$ cat config.mk
export PLATFORM = sky130hd
export DESIGN_NAME = panel_control
export DESIGN_NICKNAME = d
export VERILOG_FILES = /design/src/rtl/wash_pkg.sv /design/src/rtl/sec_tick.sv /design/src/rtl/panel_control.sv
export SDC_FILE = /design/constraint.sdc
export NUM_CORES = 1
export LEC_CHECK = 0
export CAP_MARGIN = 20
export CORE_MARGIN = 2
export CORE_UTILIZATION = 41
export CTS_BUF_LIST = sky130_fd_sc_hd__clkbuf_16
export DETAILED_ROUTE_END_ITERATION = 12
export SYNTH_ARGS = -nofsm -noshare
export SYNTH_HDL_FRONTEND = slang
export SYNTH_SLANG_ARGS = --single-unit
$ cat constraint.sdc
create_clock -name clk -period 2.95 [get_ports clk]
set_input_delay 0.59 -clock clk [delete_from_list [all_inputs] [get_ports clk]]
set_output_delay 0.59 -clock clk [all_outputs]
set_load 0.1 [all_outputs]
$ cat src/rtl/wash_pkg.sv
// wash_pkg: shared encodings for the washer front panel and its consumers.
//   - run_state codes driven to time_control
//   - wash mode codes and panel defaults
//   - panel sequencer state enum and its run_state mapping
package wash_pkg;

  localparam logic [1:0] RS_IDLE  = 2'b00;
  localparam logic [1:0] RS_RUN   = 2'b01;
  localparam logic [1:0] RS_PAUSE = 2'b10;

  localparam logic [2:0] MODE_WRS   = 3'd0;  // wash, rinse, spin
  localparam logic [2:0] MODE_WR    = 3'd1;  // wash, rinse
  localparam logic [2:0] MODE_WASH  = 3'd2;  // wash only
  localparam logic [2:0] MODE_RS    = 3'd3;  // rinse, spin
  localparam logic [2:0] MODE_RINSE = 3'd4;  // rinse only
  localparam logic [2:0] MODE_SPIN  = 3'd5;  // spin only

  localparam logic [2:0] DEF_MODE  = MODE_WRS;
  localparam logic [2:0] MODE_MAX  = MODE_SPIN;
  localparam logic [2:0] DEF_WATER = 3'd2;
  localparam logic [2:0] WATER_MIN = 3'd1;
  localparam logic [2:0] WATER_MAX = 3'd5;

  typedef enum logic [2:0] {
    ST_OFF,
    ST_IDLE,
    ST_DELAY,
    ST_RUN,
    ST_PAUSE,
    ST_DONE
  } panel_state_e;

  // DELAY and DONE both report "run" so time_control sees no glitch through
  // the delay-to-run hand-off or the buzzer phase.
  function automatic logic [1:0] run_code(input panel_state_e s);
    case (s)
      ST_DELAY, ST_RUN, ST_DONE: run_code = RS_RUN;
      ST_PAUSE:                  run_code = RS_PAUSE;
      default:                   run_code = RS_IDLE;
    endcase
  endfunction

endpackage

$ cat src/rtl/sec_tick.sv
// sec_tick: one-second strobe generator.
//   clk, rst : clock, asynchronous active-high reset
//   clr      : restart the count from zero (state entry)
//   en       : count while high, hold at zero while low
//   tick     : one-cycle strobe every TICK_N enabled cycles
module sec_tick #(
  parameter int TICK_N = 100_000_000
) (
  input  logic clk,
  input  logic rst,
  input  logic clr,
  input  logic en,
  output logic tick
);

  localparam int CNT_W = (TICK_N > 1) ? $clog2(TICK_N) : 1;
  localparam logic [CNT_W-1:0] CNT_LAST = CNT_W'(TICK_N - 1);

  logic [CNT_W-1:0] cnt;

  // Kept independent of clr so the strobe never loops back through the
  // sequencer's next-state logic that produces clr.
  assign tick = en && (cnt == CNT_LAST);

  always_ff @(posedge clk or posedge rst) begin
    if (rst) begin
      cnt <= '0;
    end else if (clr || !en || (cnt == CNT_LAST)) begin
      cnt <= '0;
    end else begin
      cnt <= cnt + CNT_W'(1);
    end
  end

endmodule

$ cat src/rtl/panel_control.sv
// panel_control: washer front-panel sequencer.
// Turns debounced key pulses into configuration and run-state for
// time_control, runs the delayed-start countdown, the finish buzzer and the
// automatic power-off after a completed cycle.
//   clk, rst                      : clock, asynchronous active-high reset
//   power_key .. delay_key        : one-cycle key pulses
//   finish                        : program complete (from time_control)
//   power_light                   : power indicator / datapath enable
//   run_state                     : 00 idle, 01 run, 10 pause
//   current_model, current_water  : selected mode 0..5, water level 1..5
//   rest_time                     : remaining delayed-start seconds
//   buzzer                        : finish alarm
module panel_control
  import wash_pkg::*;
#(
  parameter int TICK_N     = 100_000_000,
  parameter int DELAY_STEP = 10,
  parameter int DELAY_MAX  = 99,
  parameter int BUZZ_SEC   = 3
) (
  input  logic       clk,
  input  logic       rst,
  input  logic       power_key,
  input  logic       start_key,
  input  logic       model_key,
  input  logic       water_key,
  input  logic       delay_key,
  input  logic       finish,
  output logic       power_light,
  output logic [1:0] run_state,
  output logic [2:0] current_model,
  output logic [2:0] current_water,
  output logic [6:0] rest_time,
  output logic       buzzer
);

  localparam logic [7:0] REST_CAP  = (DELAY_MAX > 127) ? 8'd127 : 8'(DELAY_MAX);
  localparam logic [7:0] REST_STEP = 8'(DELAY_STEP);
  localparam int         BUZZ_W    = (BUZZ_SEC > 1) ? $clog2(BUZZ_SEC) : 1;
  localparam logic [BUZZ_W-1:0] BUZZ_LAST = BUZZ_W'(BUZZ_SEC - 1);

  panel_state_e      state, state_n;
  logic [2:0]        model_n, water_n;
  logic [6:0]        rest_n;
  logic [BUZZ_W-1:0] buzz_cnt, buzz_n;
  logic              tick, tick_clr, tick_en;

  // Sum is formed one bit wider so an oversized step cannot wrap before
  // being clamped.
  function automatic logic [6:0] sat_rest(input logic [7:0] sum);
    sat_rest = (sum > REST_CAP) ? REST_CAP[6:0] : sum[6:0];
  endfunction

  sec_tick #(
    .TICK_N (TICK_N)
  ) u_sec_tick (
    .clk  (clk),
    .rst  (rst),
    .clr  (tick_clr),
    .en   (tick_en),
    .tick (tick)
  );

  assign tick_en  = (state == ST_DELAY) || (state == ST_DONE);
  assign tick_clr = ((state_n == ST_DELAY) && (state != ST_DELAY)) ||
                    ((state_n == ST_DONE)  && (state != ST_DONE));

  // Next-state: power pre-empts everything; within a state, start beats the
  // configuration keys, and keys beat the second tick and finish.
  always_comb begin
    state_n = state;
    model_n = current_model;
    water_n = current_water;
    rest_n  = rest_time;
    buzz_n  = buzz_cnt;

    if (power_key) begin
      if (state == ST_OFF) begin
        state_n = ST_IDLE;
        model_n = DEF_MODE;
        water_n = DEF_WATER;
        rest_n  = '0;
      end else begin
        state_n = ST_OFF;
      end
    end else begin
      case (state)
        ST_IDLE: begin
          if (start_key) begin
            state_n = (rest_time != '0) ? ST_DELAY : ST_RUN;
          end else if (model_key) begin
            model_n = (current_model >= MODE_MAX) ? MODE_WRS : current_model + 3'd1;
          end else if (water_key) begin
            water_n = (current_water >= WATER_MAX) ? WATER_MIN : current_water + 3'd1;
          end else if (delay_key) begin
            rest_n = sat_rest({1'b0, rest_time} + REST_STEP);
          end
        end
        ST_DELAY: begin
          if (start_key) begin
            state_n = ST_IDLE;
            rest_n  = '0;
          end else if (tick) begin
            if (rest_time <= 7'd1) begin
              rest_n  = '0;
              state_n = ST_RUN;
            end else begin
              rest_n = rest_time - 7'd1;
            end
          end
        end
        ST_RUN: begin
          if (start_key) begin
            state_n = ST_PAUSE;
          end else if (finish) begin
            state_n = ST_DONE;
            buzz_n  = '0;
          end
        end
        ST_PAUSE: begin
          if (start_key) begin
            state_n = ST_RUN;
          end
        end
        ST_DONE: begin
          if (tick) begin
            if (buzz_cnt == BUZZ_LAST) begin
              state_n = ST_OFF;
            end else begin
              buzz_n = buzz_cnt + BUZZ_W'(1);
            end
          end
        end
        default: state_n = ST_OFF;
      endcase
    end
  end

  // Register stage: outputs are decoded from the next state so they change
  // on the same edge as the state itself.
  always_ff @(posedge clk or posedge rst) begin
    if (rst) begin
      state         <= ST_OFF;
      current_model <= DEF_MODE;
      current_water <= DEF_WATER;
      rest_time     <= '0;
      buzz_cnt      <= '0;
      power_light   <= 1'b0;
      run_state     <= RS_IDLE;
      buzzer        <= 1'b0;
    end else begin
      state         <= state_n;
      current_model <= model_n;
      current_water <= water_n;
      rest_time     <= rest_n;
      buzz_cnt      <= buzz_n;
      power_light   <= (state_n != ST_OFF);
      run_state     <= run_code(state_n);
      buzzer        <= (state_n == ST_DONE);
    end
  end

endmodule

-- After elaboration in Yosys (flattened, before gate mapping)
Cells that the tools add are included.
- reductions and logical operators: 21
- $lt $le $gt $ge: 4
- bitwise gates (word level): 1
- equal/unequal tests: 25
- mux-type cells: 44
- add/subtract/negate cells: 6
- operators by type and width (kind ; count):
    $mux W7 ; 10
    $mux W3 ; 23
    $add A27 B1 Y27 const B ; 1
    $eq A27 B27 Y1 const B ; 1
    $mux W27 ; 1
    $ne A3 B3 Y1 const B ; 5
    $pmux W3 S5 ; 1
    $pmux W7 S2 ; 1
    $eq A3 B2 Y1 const B ; 4
    $eq A3 B3 Y1 const B ; 4
    $ne A2 B2 Y1 const B ; 6
    $add A7 B4 Y8 const B ; 1
    $gt A8 B7 Y1 const B ; 1
    $mux W2 ; 4
    $pmux W2 S2 ; 2
    $reduce_bool A2 Y1 ; 4
    $le A7 B1 Y1 const B ; 1
    $reduce_and A7 Y1 ; 1
    $reduce_bool A7 Y1 ; 1
    $sub A7 B1 Y7 const B ; 1
    $add A3 B1 Y3 const B ; 2
    $ge A3 B3 Y1 const B ; 2
    $reduce_and A6 Y1 ; 1
    $reduce_bool A3 Y1 ; 2
    15 further kinds ; 21
- word-level logic and storage cells: 110
- output and inout port bits: 17
- input bits: 8
- flip-flop bits (word level): 49

-- Logic depth before layout (Yosys ltp)
Gate-level depths: netlist of run 1.
- depth after elaboration: 13
- depth in mapped cells: 9
- depth with buffers taken out: 8

-- By module
From an unflattened synthesis of run 1, not the netlist that was laid out.
- cell total of the unflattened synthesis: 365
- area total of the unflattened synthesis: 3270.6 um^2
- by module, submodules not included (module ; area an instance (um^2) ; cells an instance ; instances):
    panel_control ; 1801.7 ; 205 ; 1
    sec_tick ; 1468.9 ; 160 ; 1

-- Worst setup path after synthesis of run 1
Ideal clock, no wire load.
- path type: reg-to-reg
- start: reg rest_time[1]
- end: reg rest_time[1]
- cell stages (with the launch flop): 9
- path buffers: 1
- slack: 0.039 ns
- library setup time: 0.125 ns
- arrival: 2.786 ns
- data required time: 2.825 ns
- period minus slack after synthesis: 2.911 ns
- cell sequence: dfrtp_1 buf_2 inv_1 ha_1 nand3b_1 a211oi_1 a2111oi_0 o41a_1 mux2_4
- word-level cells in the longest chain between the ends: 9
- RTL lines (element ; line ; source):
    start: declaration ; panel_control.sv:33 ; output logic [6:0] rest_time,
    start signal: assignment ; panel_control.sv:155 ; rest_time <= rest_n;
    $add A7 B4 Y8 ; panel_control.sv:96 ; rest_n = sat_rest({1'b0, rest_time} + REST_STEP);
    $gt A8 B7 Y1 ; panel_control.sv:51 ; sat_rest = (sum > REST_CAP) ? REST_CAP[6:0] : sum[6:0];
    $mux W7 ; panel_control.sv:51 ;
    $mux W7 ; panel_control.sv:95 ; end else if (delay_key) begin
    $mux W7 ; panel_control.sv:93 ; end else if (water_key) begin
    $mux W7 ; panel_control.sv:91 ; end else if (model_key) begin
    $mux W7 ; panel_control.sv:89 ; if (start_key) begin
    $pmux W7 S2 * ; panel_control.sv:87 ; case (state)
    $mux W7 * ; panel_control.sv:77 ; if (power_key) begin
Every way passes the cells marked *; elsewhere a longest branch is shown, timed or not. The select of a mux whose other input is x is not followed.
A chain may end at the register's enable or synchronous reset.

-- Worst setup path after layout of run 1
- start: reg rest_time[2]
- end: reg rest_time[3]
Same word-level chain as after synthesis.

==> impl_metrics.toml, run 1 <==
[pwr]
cellLeakagePower_uw = 0.00157
power.switching_uw = 1420
p_seq_frac = 0.310
p_comb_frac = 0.468
vdd.ir_drop.worst_mv = 0.294
power_frac_clock = 0.221
switching_share = 0.469
p_int_uw = 1610
pwr_density_cell_nw_per_um2 = 819

[detailed_routing]
wl_met3_um = 237
wirelength_um = 7100
drt_iter0_drc = 175
drcViolationCount = 0
highest_layer = "met4"
ant_nets = 0
first_pass_iters = 4
viasPerCell = 5.50
wl_met1_um = 3440
post_drt_wl_per_cell_um = 14.3
route.vias.total = 2722
wl_met2_um = 3360

[run_status]
outcome = "completed"

[worst_hold_path]
holdPathStages = 1
hold_end = "u_sec_tick.cnt[0]"
hp-class = "register to register"
holdCritStartpoint = "u_sec_tick.cnt[0]"

[logic_synthesis]
yosysUniqueCellTypes = 72
ys_async_sr_fraction = 1.00
synth_top_family_by_area = "simple AND/OR/NAND/NOR gates"
synthAdderAreaFrac = 0.0460
synth_most_common_cell = "nor2_1"
synth_xor_area_frac = 0.0751
syn_avg_cell_area_um2 = 8.73
ys.flop_type = "dfrtp_1"
yosysTopAreaCell = "dfrtp_1"
yosys-top-cells-area = "dfrtp_1, nor2_1, ha_1"
ys_top_cells_by_count = "nor2_1, dfrtp_1, nand2_1"
yosysSeqAreaShare = 0.376
ys_seq_elements = 49
synth_compound_area_frac = 0.177
syn_area_um2 = 3270
syn_inst = 374
synth_edf_count = 0
synth_top_area_frac = 0.368
synth-simple-area-share = 0.258
ys_warn_count = 0
synth_mux_area_frac = 0.0142
syn_nets = 394

[setup_path]
reg2reg_depth = 7
slowest_delay_ns = 0.60
crit_path_cell_trace = "ha_1, nand3b_1, mux2_2, o221ai_1, o22ai_1, o21bai_1, a22o_1"
r2r_end = "rest_time[3]"
cpMaxStageDelayCell = "dfrtp_1"
cp_data_required_time_ns = 3.13
rrSetupSlack_ns = 0.45
reg2reg_from = "rest_time[2]"
crit_path_start_kind = "register"
cp_max_fo = 14
worstPathArrival_ns = 2.68
criticalPathCategory = "register to register"
end_kind = "register"

[floorplanning]
initial_core_util = 0.423
die_area_um2 = 8690
die_w_um = 93.2
die_h_um = 93.2
pin_count = 25
core_area_um2 = 7730
num_rows = 32

[final_layout]
final-seq-area_um2 = 1230
post-route-util = 0.480
synthToLayoutAreaGrowth_pct = 13.5
final_layout_size_suffix_gt1_frac = 0.127
final_nets = 412
diodes = 0
multiInputGateArea_um2 = 1860
fill_cells = 755
design_area_um2 = 3710

[clocking]
hold_buffers = 0
post_cts_buffers = 0
cts-buffers-inserted = 5
cts.path.max_buffers = 2
cts_tree = "yes"
clkTransAtPathRegs_ns = 0.07
clk-insertion-delay-late_ns = 0.29
h-tree-depth = 2
postCtsResizedCells = 0
cts_num_sinks = 49
cts_root_buf = "clkbuf_16"

[grt]
grt-ovfl-total = 0
grt_max_degree = 28
grt_util_all_layers = 0.174
grt_pass1_wl_um = 12300
antenna_found_initial = 0
grt_pass1_vias = 2574

[timing]
skew_ns = 0.00345
worstMarginPinSlew_ns = 0.649
hold_violations = 0
clock.fmax_ghz = 0.400
tns_ns = 0
finalMaxSlewViolations = 0
setup_viol = 0
fin_crit_ns = 2.50
max-slew-margin-rel = 0.556
rsz0062_at_grt = "no"
fin_crit_sh = 0.847

[place]
dp_hpwl_um = 5120
gp_congestion = 0.845
numPortBuffers = 24
place_area_um2 = 3530

[job]
max_cap_viol_count = 0
==> worst max-delay path, delay by kind of cell, from the launching register on <==
| kind | cells | cell delay [ns] |
|---|---|---|
| fa+ha+maj | 1 | 0.51 |
| mux | 1 | 0.17 |
| compound gates | 4 | 0.90 |
| flops | 1 | 0.60 |
| simple gates | 1 | 0.21 |
==> worst max path at each step <==
stage	start	endpoint	depth (start not counted)	slack [ns]
final	rest_time[2]	rest_time[3]	7	0.45
after global routing	rest_time[2]	rest_time[3]	7	0.25
after CTS	rest_time[2]	rest_time[3]	7	0.48
after detailed placement	start_key	rest_time[3]	7	0.33
after global placement	start_key	rest_time[3]	7	0.41
after floorplan	rest_time[1]	rest_time[1]	8	0.04
==> power by group through the flow <==
stage	clock, uW	sequential [uW]	combinational, uW
floorplan	0	1290	815
global placement	0	952	1420
detailed placement	0	951	1420
CTS	696	937	1420
global route	719	962	1540
finish	672	941	1420
==> registers in the layout, indices dropped and copies added, names as in the netlist <==
register	flops
buzz_cnt	2
buzzer	1
current_model	3
current_water	3
power_light	1
rest_time	7
run_state	2
state	3
u_sec_tick.cnt	27
==> stage by stage <==
stage | total power [uW] | hold WS [ns] | worst slack (ns) | std cells
after global placement | 2370 | 0.469 | 0.414 | 487
after global routing | 3220 | 0.523 | 0.254 | 495
after CTS | 3060 | 0.493 | 0.477 | 495
final | 3040 | 0.491 | 0.451 | 495
after floorplan | 2100 | 0.445 | 0.0389 | 374
after detailed placement | 2370 | 0.482 | 0.327 | 487
==> layout by cell type (no fill, tap or decap), types with 5 or more instances in the layout <==
master	n
nand2_1	26
o21ai_0	13
nand2b_1	7
clkbuf_16	5
nor2_1	51
and3_1	6
o21ai_1	8
clkdlybuf4s50_1	7
xnor2_1	11
dfrtp_1	48
ha_1	12
inv_1	16
o22ai_1	5
nand3_1	16
a31oi_1	10
xor2_1	17
a21oi_1	12
nor2b_1	8
nor3_1	10
a211oi_1	5
buf_4	24
nand4_1	9
==> routing by layer <==
layer,global-route usage,vias up
met4,0.0441,0
met3,0.0355,5
li1,-,1366
met5,0,-
met2,0.282,42
met1,0.237,1309
==> cell families (layout without fill, tap and decap cells) <==
logic type      count (synthesis)  in the layout
mux                             4              4
buf+inv                        38             57
compound gates                 85             85
flops                          49             49
fa+ha+maj                      12             12
simple gates                  158            158
xor+xnor                       28             28
==> cell type report <==
type | instances | area share
Timing Repair Buffer | 31 | 0.0675
Sequential cell | 49 | 0.331
Clock inverter | 3 | 0.0128
Tap cell | 102 | 0.0344
Clock buffer | 5 | 0.0337
Multi-Input combinational cell | 287 | 0.502
Inverter | 18 | 0.0182
(Power assumes the default switching activity.)
==> run 2, diff against run 1 <==
==> constraint.sdc (replaced) <==
create_clock -name clk -period 2.6 [get_ports clk]
set_input_delay 0.52 -clock clk [delete_from_list [all_inputs] [get_ports clk]]
set_output_delay 0.52 -clock clk [all_outputs]
set_load 0.1 [all_outputs]
==> run 2 against run 1 <==
  * Sequential share of layout area fell by 0.23 points
  * Setup slack got worse by 0.15 ns
  * Register-to-register slack got worse by 0.15 ns
  * Utilization rose by 0.53 points
  * Critical path depth rose by 1
  * Wire length rose by 1.5%
  * Power rose by 12%
  * Clock power fell by 5.2%
  * Clock skew rose by 0.00070 ns
==> impl_metrics.toml, run 2 (synthesized netlist as in run 1, its figures left out) <==
[timing]
tns_ns = 0
fin_crit_ns = 2.29
worstMarginPinSlew_ns = 0.585
rsz0062_at_grt = "no"
fin_crit_sh = 0.883
skew_ns = 0.00415
clock.fmax_ghz = 0.436
max-slew-margin-rel = 0.610
setup_viol = 0
finalMaxSlewViolations = 0
hold_violations = 0

[final_layout]
multiInputGateArea_um2 = 1860
final_cell_mix = "nor2_1, dfrtp_1, buf_4, nand2_1, xor2_1"
top_regs = "u_sec_tick.cnt (27), rest_time (7)"
final_nets = 421
largest_reg_flops = 27
final-seq-area_um2 = 1230
fill_cells = 738
final_cells = 503
synthToLayoutAreaGrowth_pct = 14.8
final_layout_size_suffix_gt1_frac = 0.150
largest_register = "u_sec_tick.cnt"
diodes = 0
final_common_cell = "nor2_1"

[floorplanning]
core_area_um2 = 7730
die_h_um = 93.2
num_rows = 32
initial_core_util = 0.423
die_area_um2 = 8690
die_w_um = 93.2
pin_count = 25

[setup_path]
rrSetupSlack_ns = 0.31
cpMaxStageDelayCell = "dfrtp_4"
cp_max_fo = 11
worstPathArrival_ns = 2.47
crit_buf_inv = 2
cp_data_required_time_ns = 2.77
reg2reg_depth = 8
crit_path_start_kind = "register"
end_kind = "register"
reg2reg_from = "rest_time[1]"
slowest_delay_ns = 0.48
criticalPathCategory = "register to register"
critical_path.startpoint = "rest_time[1]"
r2r_end = "rest_time[1]"
path_delay_family = "compound AO/OA/AOI/OAI gates"
crit_path_cell_trace = "inv_1, ha_1, nand3b_1, a211oi_1, a2111oi_0, buf_4, o41a_1, mux2_4"

[pwr]
vdd.ir_drop.worst_mv = 0.290
power_frac_clock = 0.188
power_uw = 3390
pwr_density_cell_nw_per_um2 = 904
p_seq_frac = 0.307
p_comb_frac = 0.505
cellLeakagePower_uw = 0.00159
switching_share = 0.476
p_int_uw = 1780
power.switching_uw = 1610

[place]
gp_congestion = 0.829
numPortBuffers = 24
dp_hpwl_um = 5320
numPlacedInstances = 496

[clocking]
cts-buffers-inserted = 5
clkTransAtPathRegs_ns = 0.07
cts.path.max_buffers = 2
cts_root_buf = "clkbuf_16"
hold_buffers = 0
post_cts_buffers = 0
postCtsResizedCells = 0
h-tree-depth = 2
cts_num_sinks = 49
clk-insertion-delay-late_ns = 0.29
cts_tree = "yes"

[detailed_routing]
drt_iter0_drc = 111
post_drt_wl_per_cell_um = 14.3
route.vias.total = 2798
wirelength_um = 7200
ant_nets = 0
viasPerCell = 5.56
drcViolationCount = 0
first_pass_iters = 4

[worst_hold_path]
hp-class = "register to register"
hold_end = "u_sec_tick.cnt[0]"
holdCritStartpoint = "u_sec_tick.cnt[0]"
holdPathStages = 1

[grt]
grt_max_degree = 28
grt-ovfl-total = 0
grt_pass1_wl_um = 12800
grt_pass1_vias = 2695
antenna_found_initial = 0
grt_util_all_layers = 0.179

[job]
max_cap_viol_count = 0

[run_status]
outcome = "completed"
run 2: worst max path at each step:
stage                             endpoint  slack (ns)  depth (start not counted)
final                         rest_time[1]        0.31                          8
after detailed placement  current_water[1]        0.13                          8
after floorplan               rest_time[1]        0.02                          8
after CTS                     rest_time[1]        0.30                          8
after global routing          rest_time[1]        0.16                          9
after global placement    current_water[1]        0.14                          8
run 2: final cells by class:
| cell class | instances | area share |
|---|---|---|
| Tap cell | 102 | 0.0340 |
| Inverter | 18 | 0.0180 |
| Timing Repair Buffer | 40 | 0.0848 |
| Clock inverter | 2 | 0.00434 |
| Clock buffer | 5 | 0.0334 |
| Multi-Input combinational cell | 287 | 0.497 |
| Sequential cell | 49 | 0.329 |
run 2: per-stage QoR:
stage	utilization	instance area (um2)	worst slack, ns	hold WS, ns
floorplan	-	3270	0.0152	0.445
global placement	0.467	3610	0.140	0.469
detailed placement	0.467	3610	0.127	0.481
CTS	0.485	3750	0.301	0.491
global route	0.485	3750	0.160	0.525
finish	0.485	3750	0.305	0.491
run 2: per-layer routing:
layer	part of all wire	track usage	vias up	wire (um)
li1	-	-	1387	-
met1	0.48	0.246	1350	3490
met2	0.47	0.298	52	3390
met3	0.033	0.0274	9	240
met4	0.012	0.0429	0	85
met5	0	0	-	0
run 2: power by group through the flow:
stage	Sequential, uW	Clock (uW)	Combinational, uW
floorplan	1470	0	925
global placement	1060	0	1700
detailed placement	1050	0	1700
CTS	1040	653	1700
global route	1060	689	1840
finish	1040	637	1710
==> run 3, diff against run 2 <==
--- a/config.mk
+++ b/config.mk
@@ -5,11 +5,11 @@
 export SDC_FILE = /design/constraint.sdc
 export NUM_CORES = 1
 export LEC_CHECK = 0
-export CAP_MARGIN = 20
 export CORE_MARGIN = 2
 export CORE_UTILIZATION = 41
 export CTS_BUF_LIST = sky130_fd_sc_hd__clkbuf_16
 export DETAILED_ROUTE_END_ITERATION = 12
+export GPL_TIMING_DRIVEN = 0
 export SYNTH_ARGS = -nofsm -noshare
 export SYNTH_HDL_FRONTEND = slang
 export SYNTH_SLANG_ARGS = --single-unit
==> constraint.sdc (replaced) <==
create_clock -name clk -period 2.9 [get_ports clk]
set_input_delay 0.58 -clock clk [delete_from_list [all_inputs] [get_ports clk]]
set_output_delay 0.58 -clock clk [all_outputs]
set_load 0.1 [all_outputs]
==> run 3 against run 2 <==
  * Via count down 0.82%
  * Sequential share of layout area down 0.71 points
  * Combinational power down 4%
  * Critical path type is now register to output port
  * First-iteration DRC count up 37%
  * Worst hold slack worse by 0.011 ns
  * Power down 5.7%
==> impl_metrics.toml, run 3 (synthesized netlist as in run 1, its figures left out) <==
[setup_path]
criticalPathCategory = "register to output port"
crit_buf_inv = 1
rrSetupSlack_ns = 0.46
crit_path_cell_trace = "clkdlybuf4s50_1"
cpMaxStageDelayCell = "clkdlybuf4s50_1"
reg2reg_from = "rest_time[2]"
r2r_end = "rest_time[1]"
cp_max_fo = 8
worstPathArrival_ns = 2.04
cp_data_required_time_ns = 2.32
reg2reg_depth = 8
crit_path_start_kind = "register"
end_kind = "output port"
path_delay_family = "buffers and inverters"
slowest_delay_ns = 1.21

[final_layout]
diodes = 0
synthToLayoutAreaGrowth_pct = 17.0
final_cell_mix = "nor2_1, dfrtp_1, nand2_1, clkdlybuf4s50_1, xor2_1"
fill_cells = 742
top_regs = "u_sec_tick.cnt (27), rest_time (7)"
final_nets = 425
multiInputGateArea_um2 = 1860
final-seq-area_um2 = 1230
final_common_cell = "nor2_1"
largest_register = "u_sec_tick.cnt"
largest_reg_flops = 27
final_layout_size_suffix_gt1_frac = 0.113

[detailed_routing]
drt_iter0_drc = 152
drcViolationCount = 0
route.vias.total = 2775
viasPerCell = 5.46
wirelength_um = 7140
first_pass_iters = 4
post_drt_wl_per_cell_um = 14.1
ant_nets = 0

[clocking]
cts-buffers-inserted = 5
cts_num_sinks = 49
postCtsResizedCells = 0
cts_tree = "yes"
post_cts_buffers = 0
h-tree-depth = 2
cts_root_buf = "clkbuf_16"
hold_buffers = 0
clk-insertion-delay-late_ns = 0.29
clkTransAtPathRegs_ns = 0.07
cts.path.max_buffers = 2

[worst_hold_path]
holdCritStartpoint = "u_sec_tick.cnt[0]"
hp-class = "register to register"
hold_end = "u_sec_tick.cnt[0]"
holdPathStages = 1

[pwr]
vdd.ir_drop.worst_mv = 0.271
cellLeakagePower_uw = 0.00160
pwr_density_cell_nw_per_um2 = 836

[timing]
holdWs_ns = 0.480
fin_crit_sh = 0.904
fin_crit_ns = 2.62
worst_slack_ns = 0.277
setup_viol = 0
clock.fmax_ghz = 0.381
max-slew-margin-rel = 0.351
rsz0062_at_grt = "no"
skew_ns = 0.00333
worstMarginPinSlew_ns = 0.971
hold_violations = 0
tns_ns = 0
finalMaxSlewViolations = 0

[floorplanning]
pin_count = 25
die_h_um = 93.2
core_area_um2 = 7730
initial_core_util = 0.423
die_area_um2 = 8690
num_rows = 32
die_w_um = 93.2

[place]
numPortBuffers = 23
dp_hpwl_um = 5220
gp_congestion = 0.867
pre_cts_slack_ns = 0.285

[grt]
grt_util_all_layers = 0.182
grt_max_degree = 37
antenna_found_initial = 0
grt_pass1_vias = 2739
grt-ovfl-total = 0
grt_pass1_wl_um = 12700

[run_status]
outcome = "completed"

[job]
max_cap_viol_count = 0
==> run 3: report_power, final <==
group	total [uW]	switching [uW]	leakage [uW]	internal [uW]
clock network	696	281	0.0000859	415
logic	1650	1110	0.000845	539
registers	851	85.6	0.000670	765
==> run 3: stage by stage <==
stage / instances / total power [uW] / util / cell area (um2)
final: 508 / 3200 / 0.494 / 3820
after global routing: 508 / 3390 / 0.494 / 3820
after CTS: 508 / 3210 / 0.494 / 3820
after detailed placement: 500 / 2500 / 0.472 / 3640
after global placement: 499 / 2490 / 0.469 / 3620
after floorplan: 374 / 2140 / - / 3270
==> run 3: area by class of cell <==
type	instances	area share
Timing Repair Buffer	24	0.0655
Buffer	20	0.0285
Clock inverter	3	0.0131
Sequential cell	49	0.322
Inverter	18	0.0177
Clock buffer	5	0.0328
Multi-Input combinational cell	287	0.487
Tap cell	102	0.0334
==> run 3: worst max-delay path by stage <==
| stage | from | endpoint | slack [ns] | cells past startpoint |
|---|---|---|---|---|
| floorplan | rest_time[2] | rest_time[1] | 0.006 | 8 |
| global placement | rst | rest_time[1] | 0.003 | 2 |
| detailed placement | start_key | rest_time[6] | 0.29 | 8 |
| CTS | rest_time[3] | rest_time[3] | 0.26 | 1 |
| global route | rest_time[3] | rest_time[3] | 0.22 | 1 |
| finish | rest_time[3] | rest_time[3] | 0.28 | 1 |
==> run 3: per-layer routing <==
metal  share of wire  global-route usage  up-vias
met1            0.47               0.236     1319
met5               0                   0        -
met2            0.49               0.308       54
met4           0.010              0.0527        0
li1                -                   -     1395
met3           0.035              0.0363        7
